===== config.mk =====
export PLATFORM = sky130hd
export DESIGN_NAME = mem_arbiter
export DESIGN_NICKNAME = d
export VERILOG_FILES = /design/src/rtl/mem_arbiter.sv
export SDC_FILE = /design/constraint.sdc
export NUM_CORES = 1
export LEC_CHECK = 0
export ABC_AREA = 1
export CAP_MARGIN = 20
export CORE_AREA = 2 2 282 284
export DETAILED_ROUTE_END_ITERATION = 6
export DIE_AREA = 0 0 284 286
export GPL_ROUTABILITY_DRIVEN = 1
export PLACE_DENSITY_LB_ADDON = 0.1
export SLEW_MARGIN = 20
export SYNTH_ARGS = -nofsm -noshare
export SYNTH_HDL_FRONTEND = slang
export SYNTH_SLANG_ARGS = --single-unit

===== constraint.sdc =====
create_clock -name clk -period 2.2 [get_ports clk]
set_clock_uncertainty 0.1 [all_clocks]
set_input_delay 0.22 -clock clk [delete_from_list [all_inputs] [get_ports clk]]
set_output_delay 0.22 -clock clk [all_outputs]
set_load 0.02 [all_outputs]

===== src/rtl/mem_arbiter.sv =====
// mem_arbiter: shares one physical memory port between an instruction cache
// (read-only line fills) and a data cache (line fills and writebacks).
//
// Ports
//   clk, reset                     rising-edge clock, synchronous active-high reset
//   i_pmem_read/address            I-cache fill request
//   i_pmem_rdata/resp              I-cache return line and one-cycle completion
//   d_pmem_read/write/address/wdata D-cache fill / writeback request
//   d_pmem_rdata/resp              D-cache return line and one-cycle completion
//   pmem_read/write/address/wdata  physical memory request (registered)
//   pmem_rdata/resp                physical memory return line and completion
//   i_grant_cnt, d_grant_cnt       per-side grant counters (wrap at 16 bits)
//
// Build option
//   ARB_ROUND_ROBIN_EN  defined: simultaneous requests alternate between sides.
//                       undefined: the D side always wins simultaneous requests.
//
// The x_pmem_resp / x_pmem_rdata outputs are combinational from pmem_resp so
// the completion pulse lands in the same cycle memory responds.

module mem_arbiter #(
    parameter int unsigned ADDR_W = 16,
    parameter int unsigned LINE_W = 128
) (
    input  logic              clk,
    input  logic              reset,
    input  logic              i_pmem_read,
    input  logic [ADDR_W-1:0] i_pmem_address,
    output logic [LINE_W-1:0] i_pmem_rdata,
    output logic              i_pmem_resp,
    input  logic              d_pmem_read,
    input  logic              d_pmem_write,
    input  logic [ADDR_W-1:0] d_pmem_address,
    input  logic [LINE_W-1:0] d_pmem_wdata,
    output logic [LINE_W-1:0] d_pmem_rdata,
    output logic              d_pmem_resp,
    output logic              pmem_read,
    output logic              pmem_write,
    output logic [ADDR_W-1:0] pmem_address,
    output logic [LINE_W-1:0] pmem_wdata,
    input  logic [LINE_W-1:0] pmem_rdata,
    input  logic              pmem_resp,
    output logic [15:0]       i_grant_cnt,
    output logic [15:0]       d_grant_cnt
);

    localparam int unsigned CNT_W = 16;

    typedef enum logic [1:0] {
        IDLE    = 2'd0,
        GRANT_I = 2'd1,
        GRANT_D = 2'd2
    } state_t;

    state_t             r_state;
    state_t             w_state_nxt;
    logic               w_req_i;
    logic               w_req_d;
    logic               w_d_wins;
    logic               w_grant_i;
    logic               w_grant_d;
    logic               w_done;

    logic [ADDR_W-1:0]  r_addr;
    logic [LINE_W-1:0]  r_wdata;
    logic               r_read;
    logic               r_write;
    logic [CNT_W-1:0]   r_i_cnt;
    logic [CNT_W-1:0]   r_d_cnt;

    assign w_req_i = i_pmem_read;
    // A simultaneous read+write from the D side is a writeback.
    assign w_req_d = d_pmem_read | d_pmem_write;

`ifdef ARB_ROUND_ROBIN_EN
    // Priority pointer: 1 = D side preferred on a tie.
    logic r_prio_d;

    always_ff @(posedge clk) begin
        if (reset) begin
            r_prio_d <= 1'b1;
        end else if (w_grant_d) begin
            r_prio_d <= 1'b0;
        end else if (w_grant_i) begin
            r_prio_d <= 1'b1;
        end
    end

    assign w_d_wins = r_prio_d;
`else
    assign w_d_wins = 1'b1;
`endif

    // State register.
    always_ff @(posedge clk) begin
        if (reset) begin
            r_state <= IDLE;
        end else begin
            r_state <= w_state_nxt;
        end
    end

    // Next-state, grant decisions and same-cycle completion outputs.
    always_comb begin
        w_state_nxt  = r_state;
        w_grant_i    = 1'b0;
        w_grant_d    = 1'b0;
        w_done       = 1'b0;
        i_pmem_resp  = 1'b0;
        d_pmem_resp  = 1'b0;
        i_pmem_rdata = '0;
        d_pmem_rdata = '0;

        case (r_state)
            IDLE: begin
                if (w_req_d && (w_d_wins || !w_req_i)) begin
                    w_grant_d   = 1'b1;
                    w_state_nxt = GRANT_D;
                end else if (w_req_i) begin
                    w_grant_i   = 1'b1;
                    w_state_nxt = GRANT_I;
                end
            end
            GRANT_I: begin
                if (pmem_resp) begin
                    w_done      = 1'b1;
                    w_state_nxt = IDLE;
                end
                // Reset in the same cycle abandons the transaction silently.
                i_pmem_resp = pmem_resp & ~reset;
            end
            GRANT_D: begin
                if (pmem_resp) begin
                    w_done      = 1'b1;
                    w_state_nxt = IDLE;
                end
                d_pmem_resp = pmem_resp & ~reset;
            end
            default: begin
                w_state_nxt = IDLE;
            end
        endcase

        if (i_pmem_resp) begin
            i_pmem_rdata = pmem_rdata;
        end
        if (d_pmem_resp) begin
            d_pmem_rdata = pmem_rdata;
        end
    end

    // Latched request payload, strobes and grant counters.
    always_ff @(posedge clk) begin
        if (reset) begin
            r_addr  <= '0;
            r_wdata <= '0;
            r_read  <= 1'b0;
            r_write <= 1'b0;
            r_i_cnt <= '0;
            r_d_cnt <= '0;
        end else if (w_grant_d) begin
            r_addr  <= d_pmem_address;
            r_wdata <= d_pmem_wdata;
            r_write <= d_pmem_write;
            r_read  <= ~d_pmem_write;
            r_d_cnt <= r_d_cnt + CNT_W'(1);
        end else if (w_grant_i) begin
            r_addr  <= i_pmem_address;
            r_wdata <= '0;
            r_read  <= 1'b1;
            r_write <= 1'b0;
            r_i_cnt <= r_i_cnt + CNT_W'(1);
        end else if (w_done) begin
            r_read  <= 1'b0;
            r_write <= 1'b0;
        end
    end

    assign pmem_read    = r_read;
    assign pmem_write   = r_write;
    assign pmem_address = r_addr;
    assign pmem_wdata   = r_wdata;
    assign i_grant_cnt  = r_i_cnt;
    assign d_grant_cnt  = r_d_cnt;

endmodule

==> flow_summary.json, run 1 <==
{
  "outcome": "finished with violations",
  "violations": "negative setup slack",
  "hold-path-endpoint": "i_grant_cnt[13]$_SDFFE_PP0P_",
  "routed_via_density": 3.61,
  "grt_pass1_vias": 11181,
  "dieArea_um2": 81200,
  "cts_root_buf": "clkbuf_16",
  "cts_tree": "built",
  "place_area_um2": 17400,
  "cts.sinks": 180,
  "synth-async-reset-ratio_pct": 0,
  "area_growth_pct": 124,
  "antenna_found_initial": 50,
  "drcViolationCount": 0,
  "synth_area_per_cell_um2": 6.36,
  "overflow": 0,
  "fmax_mhz": 451,
  "reg2reg_to": "pmem_wdata[41]$_SDFFE_PP0P_",
  "synth_top_area_share_pct": 42.1,
  "seq_power_share_pct": 35.9,
  "maxSlewViolCount": 0,
  "crit_buf_inv": 5,
  "stdcell_area_um2": 19200,
  "cp-start-kind": "flip-flop",
  "finalSetupViolCount": 17,
  "worst_slack_ns": -0.0158,
  "power_w": 0.0102,
  "core_region_area_um2": 78400,
  "cts_buffers": 17,
  "drtPass1Iterations": 5,
  "combPwrFrac_pct": 30.5,
  "ys_top_cells_by_area": "dfxtp_1 (42%), nand2_1 (16%), nor2_1 (14%)",
  "endpoint_kind": "output port",
  "synth-seq-area-share_pct": 42.1,
  "layout-drive-gt1-share_pct": 24.7,
  "power.share.clock_pct": 33.6,
  "power.switching_w": 0.00342,
  "required_ns": 1.88,
  "synth_flop_cell": "dfxtp_1",
  "ys_types": 25,
  "grt_pass1_wl_um": 86100,
  "grt_usage_pct": 14.9,
  "vdd_drop_max_mv": 0.563,
  "ys_seq_elements": 180,
  "synth_top_cell_by_area": "dfxtp_1",
  "ant_nets": 0,
  "nNetsFinal": 2372,
  "slew_headroom_pct": 41.4,
  "internal_power_w": 0.00677,
  "syn_inst": 1347,
  "vias": 11362,
  "routedWlPerCell_um": 20.3,
  "synth_warnings": 0,
  "core.rowCount": 103,
  "hold_path_startpoint": "reset",
  "die_x_um": 284,
  "crit_path_max_incr_delay_ns": 0.38,
  "synth_common_cells": "nand2_1 (360), nor2_1 (313), dfxtp_1 (180), inv_1 (171), a21oi_1 (145)",
  "worstSkewPairLatency_ns": 0.48,
  "ctsHoldBuffers": 0,
  "h-tree-depth": 4,
  "initial_core_util_pct": 10.9,
  "ctsLongestPathBuffers": 2,
  "tns_ns": -0.108,
  "rsz0062_at_grt": "yes",
  "syn_nets": 1646,
  "post-route-period-util_pct": 101,
  "grt_max_degree": 143,
  "finalWirelength_um": 63900,
  "nFillCells": 8785,
  "regArea_um2": 3610,
  "r2r_cells": 9,
  "crit_type": "reg -> out",
  "port_buffers": 729,
  "reg2reg_slack_ns": 0.21,
  "yosys.cell_count.top_type": "nand2_1",
  "power_density_nw_per_um2": 530,
  "worstPathMaxFanout": 10,
  "cts.clk_slew.worst_paths_ns": 0.08,
  "cp_top_family": "buffers and inverters",
  "gp_congestion": 0.931,
  "crit_chain": "inv_4, ha_4, nand3_4, buf_12, clkbuf_16, buf_12, nor2_1, buf_4",
  "p_leak_nw": 8.17,
  "drt_iter0_drc": 355,
  "maxCapViolCount": 0,
  "die_y_um": 286,
  "synth-edff-count": 0,
  "synthesis.area_um2": 8560,
  "critPathArrivalTime_ns": 1.90,
  "finalHoldViolCount": 0,
  "slowest_stage": "dfxtp_4",
  "tightest_slew_ns": 0.878,
  "hold_path.class": "in -> reg",
  "multiInputGateArea_um2": 4810,
  "ios": 730,
  "min_path_cells": 5,
  "fin_crit_ns": 2.22,
  "cpMostUsedCell": "buf_12",
  "swShare_pct": 33.6,
  "place_hpwl_um": 51400,
  "r2r-start": "r_state[0]$_SDFFE_PP0P_"
}
## state kept, by name (all words and copies together), names as in the netlist
signal,cells
pmem_address,16
i_grant_cnt,16
pmem_write,1
r_state,2
d_grant_cnt,16
pmem_read,1
pmem_wdata,128
## power groups by stage
stage                     registers (W)  clock network [W]  logic (W)
after global routing            0.00370            0.00372    0.00334
final                           0.00366            0.00342    0.00311
after CTS                       0.00366            0.00363    0.00296
after detailed placement        0.00373                  0    0.00297
after global placement          0.00372                  0    0.00298
after floorplan                 0.00404                  0   0.000913
## layout make-up
class | count | share of cell area (%)
Clock inverter | 13 | 0.977
Timing Repair Buffer | 792 | 42.4
Multi-Input combinational cell | 910 | 25.0
Sequential cell | 180 | 18.8
Clock buffer | 19 | 2.31
Antenna cell | 13 | 0.169
Tap cell | 1050 | 6.84
Inverter | 172 | 3.40
## cells in the final DEF (no fill, tap or decap), drive strengths merged
master / n
a211oi: 1
a21oi: 145
buf: 283
bufinv: 2
clkbuf: 58
clkdlybuf4s50: 470
clkinv: 4
clkinvlp: 1
dfxtp: 180
diode: 13
ha: 5
inv: 178
nand2: 361
nand3: 31
nand3b: 1
nand4: 9
nor2: 315
nor3: 7
nor3b: 4
o211a: 16
o21ai: 13
xnor2: 1
xor2: 1
## cell families after synthesis
group	count (synthesis)	synth area share, %
and+or+nand+nor	728	33.0
DFF	180	42.1
buffers and inverters	257	12.7
adders and majority gates	5	0.731
AOI/OAI and AO/OA	175	11.2
xor gates and xnor gates	2	0.205
## tightest hold or removal path, cell delays in order
cell and delay, ns:
buf_4 0.10, inv_1 0.07, buf_12 0.15, nand2_1 0.06, nor2_1 0.03
## per-stage QoR
stage	hold slack (ns)	utilization, %	worst slack, ns	std cells
final	0.105	24.5	-0.0158	3149
after global routing	0.0864	24.5	-0.119	3146
after CTS	0.0474	22.4	-0.204	3122
after detailed placement	0.353	22.2	-0.255	3088
after global placement	0.348	22.2	-0.237	3088
after floorplan	0.260	-	0.492	1347
## how the worst max path moves through the flow
stage                                            from                     endpoint  cells past startpoint
after floorplan           i_grant_cnt[1]$_SDFFE_PP0P_  i_grant_cnt[8]$_SDFFE_PP0P_                      8
after global placement                      pmem_resp             i_pmem_rdata[47]                      6
after detailed placement                    pmem_resp            d_pmem_rdata[107]                      6
after CTS                     r_state[0]$_SDFFE_PP0P_             d_pmem_rdata[41]                      7
after global routing          r_state[0]$_SDFFE_PP0P_            d_pmem_rdata[105]                      8
final                         r_state[0]$_SDFFE_PP0P_            d_pmem_rdata[100]                      8
## repair_timing
item	in CTS	in global routing
gates resized for setup	819	654
setup buffers	0	7
endpoints found under the setup margin	253	239
endpoints found under the hold margin	0	0
pin swaps	1	3
gates cloned	2	9
## per-layer routing
metal | up-vias | share of wire [%] | global-route usage [%]
li1 | 5568 | - | -
met1 | 5187 | 34 | 14.2
met2 | 462 | 57 | 29.8
met3 | 129 | 6.1 | 4.50
met4 | 16 | 3.6 | 5.21
met5 | - | 0.17 | 0
(Power assumes the default switching activity.)
==> run 2, diff against run 1 <==
--- a/config.mk
+++ b/config.mk
@@ -7,9 +7,10 @@
 export LEC_CHECK = 0
 export ABC_AREA = 1
 export CAP_MARGIN = 20
-export CORE_AREA = 2 2 282 284
+export CORE_AREA = 2 2 284 286
 export DETAILED_ROUTE_END_ITERATION = 6
-export DIE_AREA = 0 0 284 286
+export DIE_AREA = 0 0 286 288
+export DONT_BUFFER_PORTS = 1
 export GPL_ROUTABILITY_DRIVEN = 1
 export PLACE_DENSITY_LB_ADDON = 0.1
 export SLEW_MARGIN = 20
==> run 2 against run 1 <==
Net effect:
- the flow finishes with violations (negative hold slack)
- wire length decreased by 2.6%
- hold slack got worse by 0.42 ns
- non-clock buffer count decreased by 336
==> flow_summary.json, run 2 (same netlist as run 1, synthesis figures left out) <==
{
  "required_ns": 1.88,
  "routed_via_density": 3.61,
  "finalHoldViolCount": 141,
  "grt_max_degree": 144,
  "place_hpwl_um": 50700,
  "nNetsFinal": 2036,
  "outcome": "finished with violations",
  "cts.sinks": 180,
  "p_leak_nw": 6.80,
  "grt_pass1_wl_um": 78300,
  "vdd_drop_max_mv": 0.435,
  "worstPathMaxFanout": 26,
  "initial_core_util_pct": 10.7,
  "grt_usage_pct": 13.9,
  "cts.clk_slew.worst_paths_ns": 0.08,
  "finalSetupViolCount": 0,
  "port_buffers": 0,
  "drtPass1Iterations": 5,
  "grt_pass1_vias": 9234,
  "finalWirelength_um": 62300,
  "post-route-period-util_pct": 99.2,
  "dieArea_um2": 82400,
  "die_x_um": 286,
  "h-tree-depth": 4,
  "power_density_nw_per_um2": 598,
  "place_area_um2": 11900,
  "critPathArrivalTime_ns": 1.86,
  "final_common_cell": "nand2_1",
  "hold_path.class": "in -> reg",
  "cts_tree": "built",
  "worstSkewPairLatency_ns": 0.50,
  "regArea_um2": 3610,
  "maxSlewViolCount": 0,
  "power_w": 0.00898,
  "stdcell_area_um2": 15000,
  "antenna_found_initial": 48,
  "core_region_area_um2": 79600,
  "endpoint_kind": "output port",
  "multiInputGateArea_um2": 4390,
  "maxCapViolCount": 0,
  "holdWs_ns": -0.313,
  "layout_common_cells": "nand2_1 (360), buf_4 (222), nor2_1 (212)",
  "ios": 730,
  "largest_reg_flops": 128,
  "cts_buffers": 17,
  "core.rowCount": 104,
  "fmax_mhz": 458,
  "slew_headroom_pct": 68.7,
  "routedWlPerCell_um": 21.9,
  "rsz0062_at_grt": "yes",
  "cp-start-kind": "flip-flop",
  "die_y_um": 288,
  "drcViolationCount": 0,
  "crit_type": "reg -> out",
  "layout-drive-gt1-share_pct": 26.5,
  "drt_iter0_drc": 361,
  "vias": 10237,
  "area_growth_pct": 75.4,
  "tightest_slew_ns": 0.469,
  "fin_crit_ns": 2.18,
  "ctsLongestPathBuffers": 2,
  "nFillCells": 9132,
  "cts_root_buf": "clkbuf_16",
  "ant_nets": 0,
  "violations": "negative hold slack",
  "gp_congestion": 0.891,
  "overflow": 0
}
[run 2: metrics by stage]
step                hold WS, ns  instances  util [%]  setup TNS [ns]  setup slack (ns)
floorplan                 0.260       1347         -               0             0.492
global placement          0.204       2624      14.9               0             0.211
detailed placement        0.206       2624      14.9               0             0.211
CTS                      -0.362       2701      16.3           -2.22           -0.0611
global route             -0.350       2823      18.8           -6.72           -0.0966
finish                   -0.313       2839      18.9               0            0.0166
[run 2: repair_timing]
action                     CTS  global route
hold buffers                41            97
pin swaps                    2             1
cloned                       0             9
hold endpoints to repair   158           141
gates resized for setup     16           219
setup endpoints to repair  250           237
setup buffers                5             2
[run 2: final cells by class]
cell class / instances / area share [%]
Timing Repair Buffer: 456 / 29.3
Inverter: 172 / 4.32
Multi-Input combinational cell: 910 / 29.3
Antenna cell: 30 / 0.500
Clock buffer: 20 / 3.04
Clock inverter: 11 / 0.775
Tap cell: 1060 / 8.83
Sequential cell: 180 / 24.0
[run 2: final timing paths]
check	from	end	slack, ns	cells past startpoint
worst max register to register	r_state[0]$_SDFFE_PP0P_	d_grant_cnt[2]$_SDFFE_PP0N_	0.03	8
worst min register to register	r_state[0]$_SDFFE_PP0P_	r_state[0]$_SDFFE_PP0P_	0.38	2
worst min-delay path	reset	pmem_wdata[125]$_SDFFE_PP0P_	-0.31	1
worst max-delay path	r_state[0]$_SDFFE_PP0P_	d_pmem_rdata[43]	0.02	7
[run 2: worst max-delay path: stages, from the launching register on]
cell and delay, ns:
dfxtp_2 0.34, inv_2 0.08, ha_4 0.14, nand3_4 0.12
buf_12 0.21, buf_16 0.17, nor2_1 0.13, buf_4 0.16
[run 2: metal layers]
metal / global-route usage, % / wire (µm) / vias up / share of wire (%)
met5: 0 / 37 / - / 0.059
met4: 7.64 / 3520 / 6 / 5.7
met3: 5.72 / 4270 / 110 / 6.9
met2: 27.0 / 34300 / 441 / 55
met1: 11.8 / 20200 / 4780 / 32
li1: - / - / 4900 / -
[run 2: where the power goes]
part	switching, W	total, W	internal (W)
Combinational	0.00102	0.00170	0.000687
Clock	0.00157	0.00321	0.00164
Sequential	0.000547	0.00407	0.00352
